## src/rtl/regfile_write_arbiter_if.sv

```systemverilog
// Write-side bundle between the writeback stage, the debug loader and the register file.
// The arbiter uses the slave modport; the driving environment uses the master modport.
interface regfile_write_arbiter_if #(
  parameter int unsigned DATA_W = 8,
  parameter int unsigned ADDR_W = 5
);
  logic              clear_req;
  logic              wb_en;
  logic [ADDR_W-1:0] wb_addr;
  logic [DATA_W-1:0] wb_data;
  logic              dbg_valid;
  logic              dbg_ready;
  logic [ADDR_W-1:0] dbg_addr;
  logic [DATA_W-1:0] dbg_data;
  logic              stall_req;
  logic              init_done;
  logic              proto_err;
  logic              rf_we;
  logic [ADDR_W-1:0] rf_waddr;
  logic [DATA_W-1:0] rf_wdata;

  modport slave (
    input  clear_req, wb_en, wb_addr, wb_data, dbg_valid, dbg_addr, dbg_data,
    output dbg_ready, stall_req, init_done, proto_err, rf_we, rf_waddr, rf_wdata
  );

  modport master (
    output clear_req, wb_en, wb_addr, wb_data, dbg_valid, dbg_addr, dbg_data,
    input  dbg_ready, stall_req, init_done, proto_err, rf_we, rf_waddr, rf_wdata
  );
endinterface

```

## src/rtl/regfile_write_arbiter.sv

```systemverilog
// Owns the register file's single write port: clears every register after reset or on
// request, then arbitrates writeback against debug writes with a starvation-driven stall.
module regfile_write_arbiter #(
  parameter int unsigned       DATA_W       = 8,
  parameter int unsigned       ADDR_W       = 5,
  parameter int unsigned       NUM_REGS     = 32,
  parameter logic [DATA_W-1:0] INIT_VALUE   = '0,
  parameter int unsigned       STARVE_LIMIT = 4
) (
  input logic                   clk,
  input logic                   rst,
  regfile_write_arbiter_if.slave bus
);

  localparam int unsigned StarveW = $clog2(STARVE_LIMIT + 1);

  localparam logic [ADDR_W:0]    SweepEnd    = (ADDR_W + 1)'(NUM_REGS);
  localparam logic [ADDR_W:0]    SweepOne    = (ADDR_W + 1)'(1);
  localparam logic [StarveW-1:0] StarveLimit = StarveW'(STARVE_LIMIT);
  localparam logic [StarveW-1:0] StarveOne   = StarveW'(1);

  typedef enum logic [1:0] {
    StInit,
    StRun,
    StStall
  } state_e;

  state_e              state_q, state_d;
  logic [ADDR_W:0]     sweep_q, sweep_d;
  logic [StarveW-1:0]  starve_q, starve_d;

  logic                rf_we_q, rf_we_d;
  logic [ADDR_W-1:0]   rf_waddr_q, rf_waddr_d;
  logic [DATA_W-1:0]   rf_wdata_q, rf_wdata_d;
  logic                stall_req_q, stall_req_d;
  logic                init_done_q, init_done_d;
  logic                proto_err_q, proto_err_d;
  logic                dbg_grant;

  always_ff @(posedge clk) begin
    if (rst) begin
      state_q     <= StInit;
      sweep_q     <= '0;
      starve_q    <= '0;
      rf_we_q     <= 1'b0;
      rf_waddr_q  <= '0;
      rf_wdata_q  <= '0;
      stall_req_q <= 1'b1;
      init_done_q <= 1'b0;
      proto_err_q <= 1'b0;
    end else begin
      state_q     <= state_d;
      sweep_q     <= sweep_d;
      starve_q    <= starve_d;
      rf_we_q     <= rf_we_d;
      rf_waddr_q  <= rf_waddr_d;
      rf_wdata_q  <= rf_wdata_d;
      stall_req_q <= stall_req_d;
      init_done_q <= init_done_d;
      proto_err_q <= proto_err_d;
    end
  end

  always_comb begin
    state_d    = state_q;
    sweep_d    = sweep_q;
    starve_d   = starve_q;
    rf_we_d    = 1'b0;
    rf_waddr_d = rf_waddr_q;
    rf_wdata_d = rf_wdata_q;
    dbg_grant  = 1'b0;

    unique case (state_q)
      StInit: begin
        starve_d = '0;
        // One extra cycle at SweepEnd lets the last clear write land before RUN is advertised.
        if (sweep_q == SweepEnd) begin
          state_d = StRun;
        end else begin
          rf_we_d    = 1'b1;
          rf_waddr_d = sweep_q[ADDR_W-1:0];
          rf_wdata_d = INIT_VALUE;
          sweep_d    = sweep_q + SweepOne;
        end
      end

      StRun: begin
        if (bus.wb_en) begin
          rf_we_d    = 1'b1;
          rf_waddr_d = bus.wb_addr;
          rf_wdata_d = bus.wb_data;
        end else if (bus.dbg_valid) begin
          rf_we_d    = 1'b1;
          rf_waddr_d = bus.dbg_addr;
          rf_wdata_d = bus.dbg_data;
          dbg_grant  = 1'b1;
        end

        if (bus.dbg_valid && !dbg_grant) begin
          if (starve_q != StarveLimit) begin
            starve_d = starve_q + StarveOne;
          end
        end else begin
          starve_d = '0;
        end

        if (starve_d == StarveLimit) begin
          state_d = StStall;
        end
      end

      StStall: begin
        // A writeback that ignores the stall still wins so its data is never lost.
        if (bus.wb_en) begin
          rf_we_d    = 1'b1;
          rf_waddr_d = bus.wb_addr;
          rf_wdata_d = bus.wb_data;
        end else if (bus.dbg_valid) begin
          rf_we_d    = 1'b1;
          rf_waddr_d = bus.dbg_addr;
          rf_wdata_d = bus.dbg_data;
          dbg_grant  = 1'b1;
        end
        starve_d = '0;
        state_d  = StRun;
      end

      default: begin
        state_d = StInit;
        sweep_d = '0;
      end
    endcase

    if (bus.clear_req) begin
      state_d  = StInit;
      sweep_d  = '0;
      starve_d = '0;
    end

    stall_req_d = (state_d != StRun);
    init_done_d = (state_d != StInit);
    proto_err_d = proto_err_q | (bus.wb_en & stall_req_q);
  end

  assign bus.dbg_ready = dbg_grant & ~rst;
  assign bus.rf_we     = rf_we_q;
  assign bus.rf_waddr  = rf_waddr_q;
  assign bus.rf_wdata  = rf_wdata_q;
  assign bus.stall_req = stall_req_q;
  assign bus.init_done = init_done_q;
  assign bus.proto_err = proto_err_q;

endmodule

```

## src/flat_wrapper.sv

```systemverilog
// flat-port wrapper written by rule: the top's interface ports become plain ports
module regfile_write_arbiter_flat 
#(
  parameter int unsigned       DATA_W       = 8,
  parameter int unsigned       ADDR_W       = 5,
  parameter int unsigned       NUM_REGS     = 32,
  parameter logic [DATA_W-1:0] INIT_VALUE   = '0,
  parameter int unsigned       STARVE_LIMIT = 4
)
  (clk, rst, bus_clear_req, bus_wb_en, bus_wb_addr, bus_wb_data, bus_dbg_valid, bus_dbg_addr, bus_dbg_data, bus_dbg_ready, bus_stall_req, bus_init_done, bus_proto_err, bus_rf_we, bus_rf_waddr, bus_rf_wdata);
  regfile_write_arbiter_if #(.DATA_W(DATA_W), .ADDR_W(ADDR_W)) bus_i ();
  input logic clk;
  input logic rst;
  input wire logic [$bits(bus_i.clear_req)-1:0] bus_clear_req;
  input wire logic [$bits(bus_i.wb_en)-1:0] bus_wb_en;
  input wire logic [$bits(bus_i.wb_addr)-1:0] bus_wb_addr;
  input wire logic [$bits(bus_i.wb_data)-1:0] bus_wb_data;
  input wire logic [$bits(bus_i.dbg_valid)-1:0] bus_dbg_valid;
  input wire logic [$bits(bus_i.dbg_addr)-1:0] bus_dbg_addr;
  input wire logic [$bits(bus_i.dbg_data)-1:0] bus_dbg_data;
  output wire logic [$bits(bus_i.dbg_ready)-1:0] bus_dbg_ready;
  output wire logic [$bits(bus_i.stall_req)-1:0] bus_stall_req;
  output wire logic [$bits(bus_i.init_done)-1:0] bus_init_done;
  output wire logic [$bits(bus_i.proto_err)-1:0] bus_proto_err;
  output wire logic [$bits(bus_i.rf_we)-1:0] bus_rf_we;
  output wire logic [$bits(bus_i.rf_waddr)-1:0] bus_rf_waddr;
  output wire logic [$bits(bus_i.rf_wdata)-1:0] bus_rf_wdata;
  assign bus_i.clear_req = bus_clear_req;
  assign bus_i.wb_en = bus_wb_en;
  assign bus_i.wb_addr = bus_wb_addr;
  assign bus_i.wb_data = bus_wb_data;
  assign bus_i.dbg_valid = bus_dbg_valid;
  assign bus_i.dbg_addr = bus_dbg_addr;
  assign bus_i.dbg_data = bus_dbg_data;
  assign bus_dbg_ready = bus_i.dbg_ready;
  assign bus_stall_req = bus_i.stall_req;
  assign bus_init_done = bus_i.init_done;
  assign bus_proto_err = bus_i.proto_err;
  assign bus_rf_we = bus_i.rf_we;
  assign bus_rf_waddr = bus_i.rf_waddr;
  assign bus_rf_wdata = bus_i.rf_wdata;
  regfile_write_arbiter #(.DATA_W(DATA_W), .ADDR_W(ADDR_W), .NUM_REGS(NUM_REGS), .INIT_VALUE(INIT_VALUE), .STARVE_LIMIT(STARVE_LIMIT)) u_core (.clk(clk), .rst(rst), .bus(bus_i));
endmodule
```

## config.mk

```make
export PLATFORM = sky130hd
export DESIGN_NAME = regfile_write_arbiter_flat
export DESIGN_NICKNAME = d
export VERILOG_FILES = /design/src/rtl/regfile_write_arbiter_if.sv /design/src/rtl/regfile_write_arbiter.sv /design/src/flat_wrapper.sv
export SDC_FILE = /design/constraint.sdc
export NUM_CORES = 1
export LEC_CHECK = 0
export ABC_AREA = 0
export CAP_MARGIN = 20
export CORE_MARGIN = 2
export CORE_UTILIZATION = 36
export DETAILED_ROUTE_END_ITERATION = 7
export PLACE_DENSITY = 0.76
export SLEW_MARGIN = 20
export SYNTH_ARGS = -nofsm -noshare
export SYNTH_HDL_FRONTEND = slang
export SYNTH_SLANG_ARGS = --single-unit
```

## constraint.sdc

```tcl
create_clock -name clk -period 3.3 [get_ports clk]
set_clock_uncertainty 0.05 [all_clocks]
set_input_delay 0.66 -clock clk [delete_from_list [all_inputs] [get_ports clk]]
set_output_delay 0.66 -clock clk [all_outputs]
set_load 0.02 [all_outputs]
```

* Word-level counts from Yosys, hierarchy flattened
Cells that the tools add are included.
W data, S select, Z words.
** Word-level totals
- Output and inout bits :: 18
- Logic and storage cells :: 60
- Register bits :: 28
- Latch bits :: 0
- Memory bits (read-only) :: 0
- Memories :: 0
- Memory bits (writable) :: 0
** Cells by class
- Shift operators :: 0
- Divide/modulo/power cells :: 0
- Bitwise operators :: 5
- Add/sub/neg operators :: 2
- Equality and inequality tests :: 8
- Magnitude comparators :: 0
- Mux-type cells :: 25
- Reduce and logical (&&, ||, !) cells :: 11
- Multiply operators :: 0
** Operator list (number)
- $mux W8 :: 3
- $pmux W8 S2 :: 1
- $mux W5 :: 3
- $pmux W6 S2 :: 1
- $pmux W5 S2 :: 1
- $mux W3 :: 3
- $add A6 B1 Y6 const B :: 1
- $eq A6 B6 Y1 const B :: 1
- $mux W2 :: 3
- $mux W6 :: 1
- $pmux W2 S3 :: 1
- $pmux W3 S2 :: 1
- $reduce_bool A2 Y1 :: 3
- $reduce_or A2 Y1 :: 3
- $mux W1 :: 5
- $pmux W1 S2 :: 2
- $add A3 B1 Y3 const B :: 1
- $eq A3 B3 Y1 const B :: 1
- $ne A3 B1 Y1 const B :: 1
- $ne A3 B3 Y1 const B :: 1
- $reduce_and A3 Y1 :: 1
- $and A1 B1 Y1 :: 2
- $eq A2 B1 Y1 const B :: 1
- $eq A2 B2 Y1 const B :: 1
- other kinds (8) :: 9

* Longest topological paths before layout
- Depth after elaboration :: 12
- Gate-level depth with buffers :: 8

* Worst setup path after synthesis
OpenSTA, ideal clock, no wires.
- Path type :: register to output
- Start point :: register u_core.state_q[0]
- End point :: output bus_dbg_ready
- Slack :: 0.657 ns
- Data arrival time :: 1.933 ns
- Stages on the path, launching flop included :: 6
- Cells stage by stage :: dfxtp_1 > inv_1 > ha_1 > clkbuf_1 > clkbuf_1 > nor4bb_1
** On the way
- Cells in the longest elaborated chain, start to end :: 3
** Ends and longest elaborated chain
- from (decl) :: line regfile_write_arbiter.sv:28 : state_e state_q, state_d;
- from (signal assigned) :: line regfile_write_arbiter.sv:42 : state_q <= StInit;
- from (signal assigned) :: line regfile_write_arbiter.sv:52 : state_q <= state_d;
- $eq A2 B2 Y1 or $eq A2 B1 Y1 (tied branches) :: line regfile_write_arbiter.sv:73 : unique case (state_q)
- $pmux W1 S2 (*) :: line regfile_write_arbiter.sv:73
- $and A1 B1 Y1 (*) :: line regfile_write_arbiter.sv:145 : assign bus.dbg_ready = dbg_grant & ~rst;
- to (decl) :: line flat_wrapper.sv:21 : output wire logic [$bits(bus_i.dbg_ready)-1:0] bus_dbg_ready;
Mark *: on every way between the ends. The rest lies on a longest branch, timed or not.

* Worst setup path in the final report
- Start point :: input bus_dbg_valid
- End point :: output bus_dbg_ready
** On the way
- Cells in the longest elaborated chain, start to end :: 5
** Ends and longest elaborated chain
- from (decl) :: line flat_wrapper.sv:18 : input wire logic [$bits(bus_i.dbg_valid)-1:0] bus_dbg_valid;
- $mux W1 (*) :: line regfile_write_arbiter.sv:92, regfile_write_arbiter.sv:118
- $mux W1 (*) :: line regfile_write_arbiter.sv:88 : if (bus.wb_en) begin
- $mux W1 :: line regfile_write_arbiter.sv:73
- $pmux W1 S2 (*) :: line regfile_write_arbiter.sv:73
- $and A1 B1 Y1 (*) :: line regfile_write_arbiter.sv:145
Mark *: on every way between the ends. The rest lies on a longest branch, timed or not. The select of a mux whose other input is x is not followed.

==> flow_metrics.env <==
export IMPL_finalNetCount=264
export IMPL_syn2layout_area_growth_pct=38.74
export IMPL_routedWlPerCell_um=12.69
export IMPL_yosys_warnings=0
export IMPL_ys_async_sr_fraction_pct=0
export IMPL_vdd_drop_max_mv=0.1213
export IMPL_path_clk_slew_ns=0.10
export IMPL_multi_input_area_um2=873.3
export IMPL_grt_max_degree=26
export IMPL_die_h_um=68.66
export IMPL_initial_core_util_pct=37.63
export IMPL_routed_wl_um=3464
export IMPL_hold_buffers=0
export IMPL_cp_start_kind="input pin"
export IMPL_p_sw_share_pct=21.27
export IMPL_worst_path_buf_inv=2
export IMPL_gp_congestion=0.8086
export IMPL_drcViolationCount=0
export IMPL_yosysTopAreaCellShare_pct=37.24
export IMPL_fin_crit_sh_pct=84.09
export IMPL_critPathMaxFanout=4
export IMPL_worstPathRequired_ns=2.59
export IMPL_ios=49
export IMPL_status="finished, final reports clean"
export IMPL_worstSetupPathType="in -> out"
export IMPL_power_mw=0.6326
export IMPL_grt_use_total_pct=14.79
export IMPL_synth_mux_area_share_pct=9.310
export IMPL_cts_resized_gates=0
export IMPL_critPathMaxStageDelay_ns=0.65
export IMPL_layout_drive_gt1_share_pct=9.865
export IMPL_tightest_slew_ns=0.4519
export IMPL_critPathTopFamily="buffers and inverters"
export IMPL_vias=1389
export IMPL_synth_top_family_by_area="simple AND/OR/NAND/NOR gates"
export IMPL_synth_xor_area_share_pct=1.746
export IMPL_cts_sinks=28
export IMPL_grt_pass1_wl_um=5340
export IMPL_maxSlewViolCount=0
export IMPL_cpMaxStageDelayCell="clkdlybuf4s50_1"
export IMPL_p_leak_nw=0.7419
export IMPL_synth_net_count=217
export IMPL_grt_setup_unrepaired="no"
export IMPL_syn_area_um2=1505
export IMPL_synth_edf_count=0
export IMPL_grt_pass1_vias=1208
export IMPL_synthFlopType="dfxtp_1"
export IMPL_p_comb_share_pct=12.1
export IMPL_port_buffers=48
export IMPL_yosys_cell_types_count=38
export IMPL_hp_class="reg -> reg"
export IMPL_diodes=0
export IMPL_antenna_left=0
export IMPL_hold_ws_ns=0.4052
export IMPL_crit_chain="clkdlybuf4s50_1 -> nor4bb_1 -> clkdlybuf4s50_1"
export IMPL_vias_per_cell=5.088
export IMPL_worst_slack_ns=0.5250
export IMPL_dp_hpwl_um=2585
export IMPL_synth_top_cell_by_area="dfxtp_1"
export IMPL_ys_seq_elements=28
export IMPL_cts_buffers=3
export IMPL_fillers=387
export IMPL_core_area_um2=4000
export IMPL_synth_area_per_cell_um2=8.504
export IMPL_p_clk_share_pct=33.6
export IMPL_p_per_area_nw_per_um2=303.0
export IMPL_initialDrtViolationCount=117
export IMPL_clk_latency_ns=0.28
export IMPL_yosysMostFrequentCell="dfxtp_1"
export IMPL_final_setup_viol_count=0
export IMPL_slew_headroom_pct=69.87
export IMPL_cts_tree="yes"
export IMPL_synth_fa_ha_area_share_pct=7.481
export IMPL_critPathMostFrequentCell="clkdlybuf4s50_1"
export IMPL_place_ws_ns=0.5384
export IMPL_synthTopCellsByCount="dfxtp_1, a21oi_1, nand2_1"
export IMPL_fin_crit_ns=2.775
export IMPL_seq_area_frac_synth_pct=37.24
export IMPL_dieArea_um2=4714
export IMPL_num_rows=23
export IMPL_synth_compound_area_share_pct=16.46
export IMPL_final_setup_tns_ns=0
export IMPL_power_switching_mw=0.1346
export IMPL_grt_overflow_total=0
export IMPL_synthCells=177
export IMPL_synth_simple_area_share_pct=23.03
export IMPL_cts_max_path_buffers=2
export IMPL_cp_end_kind="output port"
export IMPL_cts_root_buf="clkbuf_8"
export IMPL_synth_area_top_cells="dfxtp_1, a21oi_1, ha_1"
export IMPL_p_int_mw=0.4981
export IMPL_fp_dieW_um=68.66
export IMPL_cp_arrival_ns=2.07
export IMPL_power_frac_seq_pct=54.3
export IMPL_postCtsSetupRepairBufs=0
export IMPL_fmaxAchievable_mhz=360.4
export IMPL_hold_viol_final=0
export IMPL_maxCapViolations=0
export IMPL_regArea_um2=560.5
export IMPL_drt_pass1_iterations=4
export IMPL_htree_levels=1
export IMPL_antenna_found_initial=0
logic make-up after synthesis:
group           after synthesis
simple gates                 65
compound gates               42
flops                        28
buf+inv                      17
mux                          13
fa+ha+maj                     9
xor+xnor                      3
metal layers:
| layer | track usage, % | vias up | wire (um) |
|---|---|---|---|
| met5 | 0 | - | 0 |
| met4 | 5.250 | 0 | 42 |
| met3 | 1.623 | 4 | 184 |
| met2 | 24.28 | 37 | 1604 |
| met1 | 19.96 | 637 | 1632 |
| li1 | - | 711 | - |
cell usage in the layout, fill, tap and decap left out, types with 2 or more instances in the layout:
cell,synthesis,final
dfxtp_1,28,28
o21bai_1,2,2
nand2_1,23,23
and3_1,2,2
mux2i_1,5,5
buf_4,1,4
a21oi_1,24,24
nor2_1,7,7
mux2_2,8,8
o21ai_0,6,6
inv_1,7,7
ha_1,9,9
or3_1,4,4
nor2b_1,3,3
clkdlybuf4s50_1,0,48
o211ai_1,4,4
nor3_1,4,4
xor2_1,2,2
nand3b_1,2,2
nand3_1,10,10
clkbuf_8,0,4
cell type report:
| class | count | area share (%) |
|---|---|---|
| Timing Repair Buffer | 52 | 24.45 |
| Multi-Input combinational cell | 132 | 41.82 |
| Inverter | 7 | 1.258 |
| Tap cell | 50 | 2.996 |
| Sequential cell | 28 | 26.84 |
| Clock buffer | 4 | 2.636 |
worst register-to-register path: stages, from the launching register on:
cell,delay (ns)
dfxtp_1,0.43
inv_1,0.10
ha_1,0.31
buf_4,0.26
nor3b_1,0.34
or3_1,0.45
nand2_1,0.11
a21oi_1,0.15
flip-flops by register name, summed over array words and instances (netlist names):
signal	count
u_core.bus.rf_wdata	8
u_core.state_q	2
u_core.sweep_q	6
u_core.bus.init_done	1
u_core.bus.rf_waddr	5
u_core.bus.proto_err	1
u_core.bus.stall_req	1
u_core.bus.rf_we	1
u_core.starve_q	3
stage by stage:
step | utilization, % | std cells | cell area, um2
detailed placement | 50.83 | 269 | 2033
finish | 52.21 | 273 | 2088
global route | 52.21 | 273 | 2088
CTS | 52.21 | 273 | 2088
floorplan | - | 177 | 1505
global placement | 50.83 | 269 | 2033
power by group through the flow:
stage          clock network (mW)  registers, mW  logic [mW]
2_1_floorplan                   0          0.354      0.0279
3_3_place_gp                    0          0.351      0.0762
3_5_place_dp                    0          0.351      0.0767
4_1_cts                     0.219          0.344      0.0772
5_1_grt                     0.230          0.344      0.0829
6_report                    0.213          0.343      0.0764
path summary, 6_finish.rpt:
kind / start / endpoint / slack (ns) / cells past startpoint
max: bus_dbg_valid / bus_dbg_ready / 0.52 / 3
min: u_core.bus.rf_wdata[6] / u_core.bus.rf_wdata[6] / 0.41 / 2
max reg2reg: u_core.state_q[0] / u_core.bus.rf_waddr[1] / 1.05 / 7
min reg2reg: u_core.bus.rf_wdata[6] / u_core.bus.rf_wdata[6] / 0.41 / 2
No activity file was read; power rests on OpenSTA's default activity.
